## src/rtl/mem_arb_pkg.sv

```systemverilog
// Shared types and constants for the instruction/data memory port arbiter.
package mem_arb_pkg;

  // Arbiter FSM encoding (2-bit).
  typedef enum logic [1:0] {
    ST_IDLE    = 2'd0,
    ST_BUSY_IF = 2'd1,
    ST_BUSY_DM = 2'd2,
    ST_ERR     = 2'd3
  } arb_state_t;

  // Encoding of the last-served requester.
  localparam logic GNT_IF = 1'b0;
  localparam logic GNT_DM = 1'b1;

  // Data side wins when it is the only eligible requester, or when both are
  // eligible and fetch was served last (alternating priority on contention).
  function automatic logic pick_dm(input logic if_elig,
                                   input logic dm_elig,
                                   input logic last_grant);
    return dm_elig & (~if_elig | (last_grant == GNT_IF));
  endfunction

endpackage

```

## src/rtl/arb_watchdog.sv

```systemverilog
// Busy-cycle watchdog: counts cycles while enabled, flags the cycle in which
// the count would reach TIMEOUT so the owner can leave for its error state.
module arb_watchdog #(
  parameter int TIMEOUT = 255,
  parameter int CNT_W   = 8
) (
  input  logic             clk,
  input  logic             rst_n,
  input  logic             clr,
  input  logic             en,
  output logic [CNT_W-1:0] count,
  output logic             tc
);

  localparam logic [CNT_W-1:0] LIMIT    = CNT_W'(TIMEOUT);
  localparam logic [CNT_W-1:0] LIMIT_M1 = CNT_W'(TIMEOUT - 1);

  // Count enabled cycles; clear has priority, and the count never wraps.
  always_ff @(posedge clk or negedge rst_n) begin
    if (!rst_n) begin
      count <= '0;
    end else if (clr) begin
      count <= '0;
    end else if (en && (count != LIMIT)) begin
      count <= count + 1'b1;
    end
  end

  // Terminal count: this enabled cycle is the TIMEOUT-th without a clear.
  assign tc = en & (count == LIMIT_M1);

endmodule

```

## src/rtl/mem_port_arbiter.sv

```systemverilog
// Arbitrates one single-ported memory between instruction fetch and the
// load/store path. Requests are latched at grant, the memory completes with a
// variable-latency ack, and a watchdog traps a memory that never answers.
module mem_port_arbiter
  import mem_arb_pkg::*;
#(
  parameter int ADDR_W  = 32,
  parameter int DATA_W  = 32,
  parameter int TIMEOUT = 255,
  parameter int CNT_W   = 8
) (
  input  logic              clk_i,
  input  logic              rst_i,
  input  logic              if_req_i,
  input  logic [ADDR_W-1:0] if_addr_i,
  output logic              if_ack_o,
  output logic [DATA_W-1:0] if_data_o,
  input  logic              dm_req_i,
  input  logic              dm_we_i,
  input  logic [ADDR_W-1:0] dm_addr_i,
  input  logic [DATA_W-1:0] dm_wdata_i,
  output logic              dm_ack_o,
  output logic [DATA_W-1:0] dm_rdata_o,
  output logic              mem_en_o,
  output logic              mem_we_o,
  output logic [ADDR_W-1:0] mem_addr_o,
  output logic [DATA_W-1:0] mem_wdata_o,
  input  logic              mem_ack_i,
  input  logic [DATA_W-1:0] mem_rdata_i,
  output logic              stall_o,
  output logic              err_o
);

  arb_state_t       state;
  logic             last_grant;
  logic             if_elig;
  logic             dm_elig;
  logic             grant_dm;
  logic             busy;
  logic             wd_en;
  logic             wd_clr;
  logic             wd_tc;
  logic             wd_expired;
  logic [CNT_W-1:0] wd_count;

  // A request seen together with its own ack is the tail of the finished
  // transaction, not a new one.
  assign if_elig  = if_req_i & ~if_ack_o;
  assign dm_elig  = dm_req_i & ~dm_ack_o;
  assign grant_dm = pick_dm(if_elig, dm_elig, last_grant);

  assign busy   = (state == ST_BUSY_IF) || (state == ST_BUSY_DM);
  assign wd_en  = busy & ~mem_ack_i;
  assign wd_clr = ~wd_en;

  arb_watchdog #(
    .TIMEOUT (TIMEOUT),
    .CNT_W   (CNT_W)
  ) u_watchdog (
    .clk   (clk_i),
    .rst_n (rst_i),
    .clr   (wd_clr),
    .en    (wd_en),
    .count (wd_count),
    .tc    (wd_tc)
  );

  // Also trips if the count is ever found parked at the limit while busy.
  assign wd_expired = wd_tc | (wd_en & (wd_count == CNT_W'(TIMEOUT)));

  // Arbiter FSM with all handshake, memory-port and data outputs registered.
  always_ff @(posedge clk_i or negedge rst_i) begin
    if (!rst_i) begin
      state       <= ST_IDLE;
      last_grant  <= GNT_IF;
      if_ack_o    <= 1'b0;
      dm_ack_o    <= 1'b0;
      if_data_o   <= '0;
      dm_rdata_o  <= '0;
      mem_en_o    <= 1'b0;
      mem_we_o    <= 1'b0;
      mem_addr_o  <= '0;
      mem_wdata_o <= '0;
      err_o       <= 1'b0;
    end else begin
      if_ack_o <= 1'b0;
      dm_ack_o <= 1'b0;
      case (state)
        ST_IDLE: begin
          if (if_elig || dm_elig) begin
            mem_en_o <= 1'b1;
            if (grant_dm) begin
              mem_addr_o  <= dm_addr_i;
              mem_we_o    <= dm_we_i;
              mem_wdata_o <= dm_wdata_i;
              last_grant  <= GNT_DM;
              state       <= ST_BUSY_DM;
            end else begin
              mem_addr_o <= if_addr_i;
              mem_we_o   <= 1'b0;
              last_grant <= GNT_IF;
              state      <= ST_BUSY_IF;
            end
          end
        end
        ST_BUSY_IF, ST_BUSY_DM: begin
          if (mem_ack_i) begin
            if (state == ST_BUSY_IF) begin
              if_data_o <= mem_rdata_i;
              if_ack_o  <= 1'b1;
            end else begin
              // Stores leave the last load result untouched.
              if (!mem_we_o) begin
                dm_rdata_o <= mem_rdata_i;
              end
              dm_ack_o <= 1'b1;
            end
            mem_en_o <= 1'b0;
            mem_we_o <= 1'b0;
            state    <= ST_IDLE;
          end else if (wd_expired) begin
            mem_en_o <= 1'b0;
            mem_we_o <= 1'b0;
            err_o    <= 1'b1;
            state    <= ST_ERR;
          end
        end
        ST_ERR: begin
          // Trapped until reset; memory acks are ignored here.
          err_o <= 1'b1;
        end
        default: begin
          state <= ST_IDLE;
        end
      endcase
    end
  end

  // Freeze the pipeline while any request is waiting or after a memory hang.
  assign stall_o = (if_req_i & ~if_ack_o) | (dm_req_i & ~dm_ack_o) | err_o;

endmodule

```

## config.mk

```make
export PLATFORM = sky130hd
export DESIGN_NAME = mem_port_arbiter
export DESIGN_NICKNAME = d
export VERILOG_FILES = /design/src/rtl/mem_arb_pkg.sv /design/src/rtl/arb_watchdog.sv /design/src/rtl/mem_port_arbiter.sv
export SDC_FILE = /design/constraint.sdc
export NUM_CORES = 1
export LEC_CHECK = 0
export BUFFER_PORTS_ARGS = -buffer_cell sky130_fd_sc_hd__buf_2
export CORE_MARGIN = 3
export CORE_UTILIZATION = 30
export CTS_BUF_LIST = sky130_fd_sc_hd__clkbuf_8
export CTS_CLUSTER_DIAMETER = 100
export DETAILED_ROUTE_END_ITERATION = 16
export REMOVE_ABC_BUFFERS = 1
export SLEW_MARGIN = 20
export SYNTH_ARGS = -nofsm -noshare
export SYNTH_HDL_FRONTEND = slang
export SYNTH_HIERARCHICAL = 1
export SYNTH_SLANG_ARGS = --single-unit
```

## constraint.sdc

```tcl
create_clock -name clk_i -period 3.33 [get_ports clk_i]
set_input_delay 0.333 -clock clk_i [delete_from_list [all_inputs] [get_ports clk_i]]
set_output_delay 0.333 -clock clk_i [all_outputs]
set_load 0.03 [all_outputs]
```

Yosys cells after proc, flatten, opt, wreduce, memory -nomap -nowiden
Index checks and enable logic that the tools add are counted.
W data, S select, Z words.
- flip-flop bits (word level): 144
- bits of input ports: 134
- output and inout port bits: 134
- logic and storage cells: 79
- add/sub/neg operators: 1
- equality and inequality tests: 11
- mux-type cells: 25
- bitwise gates (word level): 17
- reductions and logical operators: 13
- operators with widths (kind ; count):
    $mux W32 ; 1
    $eq A8 B8 Y1 const B ; 2
    $mux W8 ; 2
    $mux W1 ; 14
    $reduce_and A3 Y1 ; 4
    $add A8 B1 Y8 const B ; 1
    $mux W2 ; 4
    $ne A2 B2 Y1 const B ; 4
    $ne A8 B8 Y1 const B ; 1
    $not A1 Y1 ; 7
    $and A1 B1 Y1 ; 6
    $pmux W1 S2 ; 3
    $eq A2 B2 Y1 const B ; 2
    $or A1 B1 Y1 ; 4
    $pmux W2 S2 ; 1
    $reduce_and A4 Y1 ; 1
    $reduce_bool A2 Y1 ; 2
    $ne A3 B3 Y1 const B ; 1
    $eq A2 B1 Y1 const B ; 1
    $logic_not A2 Y1 ; 1
    $logic_or A1 B1 Y1 ; 2
    $reduce_and A2 Y1 ; 1
    $reduce_or A2 Y1 ; 1
    $logic_and A1 B1 Y1 ; 1

Logic depth before layout (Yosys ltp)
- depth in word-level cells: 8
- gate-level depth with buffers: 9
- mapped depth without buffers: 9

Hierarchy
Netlist, hierarchy kept.
- modules (own cells, without submodules) (module ; instances ; cells each ; area each (µm²) ; sequential area each (µm²)):
    mem_port_arbiter ; 1 ; 384 ; 5549.1 ; 3403.3
    arb_watchdog ; 1 ; 51 ; 500.5 ; 200.2

Worst setup path after synthesis
OpenSTA, ideal clock, no wires.
- kind: register to register
- start: register state[0]
- end: register mem_en_o
- library setup time: 0.125 ns
- arrival time: 2.201 ns
- required time: 3.205 ns
- path slack: 1.004 ns
- stages on the path, launching flop included: 10
- path buffers: 0
- clock period less this slack: 2.326 ns
- cell sequence: dfrtp_1 inv_1 ha_1 nand2b_1 inv_1 and3_1 and3_1 o21bai_1 o2bb2ai_1 mux2_2
- longest elaborated chain between the ends: 7
- elaborated cells on any way between the ends: 14
- classes of those cells: eq/ne (4); mux (1); bitwise (4); reduce/logical (5)
- ends and longest elaborated chain (element ; line ; RTL):
    start: declaration ; mem_port_arbiter.sv:34 ; arb_state_t state;
    start signal: assignment ; mem_port_arbiter.sv:74 ; state <= ST_IDLE;
    start signal: assignment ; mem_port_arbiter.sv:97 ; state <= ST_BUSY_DM;
    start signal: assignment ; mem_port_arbiter.sv:102 ; state <= ST_BUSY_IF;
    $eq A2 B1 Y1 or $eq A2 B2 Y1 (tied branches) ; mem_port_arbiter.sv:52 ; assign busy = (state == ST_BUSY_IF) || (state == ST_BUSY_DM);
    $logic_or A1 B1 Y1 (*) ; mem_port_arbiter.sv:52 ;
    $and A1 B1 Y1 (*) ; mem_port_arbiter.sv:53 ; assign wd_en = busy & ~mem_ack_i;
    via wd_en ; mem_port_arbiter.sv:40 ; logic wd_en;
    $and A1 B1 Y1 (*) ; arb_watchdog.sv:30 ; assign tc = en & (count == LIMIT_M1);
    via wd_tc ; mem_port_arbiter.sv:42 ; logic wd_tc;
    $or A1 B1 Y1 (*) ; mem_port_arbiter.sv:69 ; assign wd_expired = wd_tc | (wd_en & (wd_count == CNT_W'(TIMEOUT)));
    $ne A3 B3 Y1 (no source line) (*) ; -- ;
    $reduce_and A3 Y1 (no source line) (*) ; -- ;
    end signal: assignment ; mem_port_arbiter.sv:80 ; mem_en_o <= 1'b0;
    end signal: assignment ; mem_port_arbiter.sv:91 ; mem_en_o <= 1'b1;
    end signal: assignment ; mem_port_arbiter.sv:118 ; mem_en_o <= 1'b0;
    end: declaration ; mem_port_arbiter.sv:24 ; output logic mem_en_o,
The timed path passes the listed nets; every way through them passes the cells marked *.
A chain may end at the register's enable or synchronous reset.

Worst setup path in the final report
- start: register state[0]
- end: register state[1]
- longest elaborated chain between the ends: 7
- elaborated cells on any way between the ends: 14
- classes of those cells: eq/ne (4); mux (1); bitwise (4); reduce/logical (5)
- ends and longest elaborated chain (element ; line):
    $eq A2 B1 Y1 or $eq A2 B2 Y1 (tied branches) ; mem_port_arbiter.sv:52
    $logic_or A1 B1 Y1 (*) ; mem_port_arbiter.sv:52
    $and A1 B1 Y1 (*) ; mem_port_arbiter.sv:53
    via wd_en ; mem_port_arbiter.sv:40
    $and A1 B1 Y1 (*) ; arb_watchdog.sv:30
    via wd_tc ; mem_port_arbiter.sv:42
    $or A1 B1 Y1 (*) ; mem_port_arbiter.sv:69
    $ne A3 B3 Y1 (no source line) (*) ; --
    $reduce_and A3 Y1 (no source line) (*) ; --
Marks and branches as above.

==> results.cfg <==
[status]
status = complete, no violations

[critical_path]
cp_max_fo = 8
r2r-end = state[1]
cp_cell_sequence = inv_1 -> ha_1 -> nand2b_1 -> inv_1 -> and3_1 -> and3_1 -> o21bai_1 -> o2bb2ai_1 -> mux2_2
cp.arrival_ps = 2790
crit_type = register to register
cp-end-kind = register
critPathLaunchType = register
rrSetupSlack_ps = 870
cp_slowest_cell = dfrtp_1
rr_startpoint = state[0]
rr_worst_depth = 9
cp.required_ps = 3650
slowest_delay_ps = 380

[route]
first_pass_iters = 4
ant_nets = 0
routed_wl_mm = 14.61
via_count = 4326
via_per_inst = 4.374
drc = 0
first_iter_violations = 120
wl_per_cell_um = 14.77

[grt]
track_usage = 0.1340
grt_max_degree = 84
grt_pass1_wl_mm = 23.27
grt_antenna_before_repair = 0
globalRouteOverflowTotal = 0
grt_pass1_vias = 4452

[timing]
setup_viol = 0
layout_setup_ws_ps = 865.9
period_needed_ps = 2464
clock_skew_ps = 12.60
hold_ws_ps = 118.4
finalMaxSlewViolations = 0
rsz0062_at_grt = false
clock.fmax_mhz = 405.8
worst_pin_slew_ps = 759.3
finalHoldViolations = 0
slew_headroom = 0.4938
period_share = 0.7400

[flow_run]
maxCapViolations = 0

[cts]
clk_pin_slew_ps = 90
clock_sinks = 144
cts_resized = 0
clockBufferDepth = 2
clock_latency_ps = 440
root_buffer = clkbuf_8
cts_hold_buffers = 1
cts_tree = yes
htree_levels = 4
numCtsBuffers = 17
post_cts_buffers = 0

[power_and_ir_drop]
power_mw = 8.954
leakage_nw = 4.207
power.density_mw_per_mm2 = 1103
ir_drop_uv = 467.1

[floorplan]
rows = 51
boundaryPins = 268
die_h_um = 148.0
core_mm2 = 0.01965
die_w_um = 148.0
start_util = 0.3078
die_area_mm2 = 0.02191

[yosys]
yosysWarnings = 6
yosys.area.top_type_share = 0.5957
syn_area_mm2 = 0.006050
ys_types = 35
yosysSeqAreaShare = 0.5957
synth.area.top_cells = dfrtp_1, mux2_2, mux2_4
yosysTopAreaCell = dfrtp_1
avgSynthCellArea_um2 = 13.91
synth-seq-cells = 144
syn_inst = 435

[final_layout]
instances_no_fill = 989
antenna_cells = 0
syn_to_final_growth_pct = 34.19
final.fill_count = 1933
nets = 850
drive_gt1_frac = 0.5746

[place]
hpwl_mm = 10.60
dp.cells = 956
port_buffers = 267
place_ws_ps = 873.5
place.gp.congestion = 0.7191

[worst_hold_path]
whs_path_depth = 2
hold_path.startpoint = dm_wdata_i[31]
hp-class = input pin to register
min_to = mem_wdata_o[31]
## cell usage in the layout (no fill, tap or decap), types with 5 or more instances in the layout
| master | netlist | layout |
|---|---|---|
| ha_1 | 5 | 5 |
| buf_4 | 0 | 11 |
| clkbuf_8 | 0 | 17 |
| nor2b_1 | 5 | 5 |
| mux2_2 | 70 | 70 |
| buf_2 | 8 | 266 |
| inv_1 | 10 | 10 |
| mux2_4 | 29 | 29 |
| dfrtp_1 | 144 | 144 |
| nor2_1 | 6 | 6 |
| nand2_1 | 39 | 39 |
| o21ai_0 | 35 | 34 |
| mux2i_1 | 33 | 33 |
## cell usage after synthesis, drive strengths merged
library cell and n:
dfrtp 144, mux2 103, nand2 39, o21ai 35, mux2i 33, buf 15, inv 10, clkbuf 7
nor2 6, nor2b 6, ha 5, a211oi 4, nor3 4, a21oi 3, nand3 3, nand4 3
and3 2, and4 2, a21bo 1, a221o 1, a31oi 1, a41oi 1, and4bb 1, nand2b 1
nor3b 1, o21bai 1, o2bb2ai 1, or2 1, or3 1
## how the worst max path moves through the flow
stage,start,endpoint,slack (ps),depth (start not counted)
after global routing,state[0],state[1],680,9
after global placement,state[0],mem_we_o,910,9
after detailed placement,state[0],mem_en_o,870,9
after CTS,state[0],state[1],860,9
final,state[0],state[1],870,9
after floorplan,if_ack_o,mem_en_o,-1130,4
## worst max-delay path: cells and delay by family (launching register included)
| kind | cells | cell delay, ps |
|---|---|---|
| AO/OA/AOI/OAI | 2 | 550 |
| adder cells (fa/ha/maj) | 1 | 370 |
| AND/OR/NAND/NOR | 3 | 480 |
| flip-flops | 1 | 380 |
| buffers and inverters | 2 | 190 |
| multiplexers | 1 | 380 |
## kinds of logic after synthesis
kind of cell,count (synthesis),share of synthesized area
simple gates,70,0.05522
fa+ha+maj,5,0.01034
flops,144,0.5957
buf+inv,32,0.02647
mux,136,0.2643
compound gates,48,0.04799
## layer usage
layer / wire length, um / up-vias / track usage / part of all wire
li1: - / 2077 / - / -
met1: 6025 / 2093 / 0.1604 / 0.41
met2: 7296 / 146 / 0.2265 / 0.50
met3: 1132 / 10 / 0.05181 / 0.077
met4: 159 / 0 / 0.03603 / 0.011
met5: 0 / - / 0 / 0
## power breakdown
part | internal (mW) | switching, mW
registers | 2.58 | 0.395
clock network | 0.691 | 0.757
logic | 1.68 | 2.85
total | 4.95 | 4.00
## flip-flops by register name, indices dropped and copies added, names as in the netlist
signal,cells
mem_wdata_o,32
mem_en_o,1
err_o,1
state,2
dm_rdata_o,32
last_grant,1
if_ack_o,1
u_watchdog/count,8
mem_addr_o,32
dm_ack_o,1
mem_we_o,1
if_data_o,32
## area by class of cell
type	instances	area, um2	area share
Inverter	10	37.54	0.004624
Sequential cell	144	3603	0.4439
Multi-Input combinational cell	259	2302	0.2836
Clock inverter	15	173.9	0.02142
Clock buffer	17	234.0	0.02882
Tap cell	265	331.6	0.04084
Timing Repair Buffer	279	1435	0.1768
## stage by stage
step	setup TNS (ps)	utilization	cell area, um2
global route	0	0.4130	8118
detailed placement	0	0.3918	7700
finish	0	0.4130	8118
global placement	0	0.3918	7700
floorplan	-44670	-	5927
CTS	0	0.4130	8118
(Power assumes the default switching activity.)
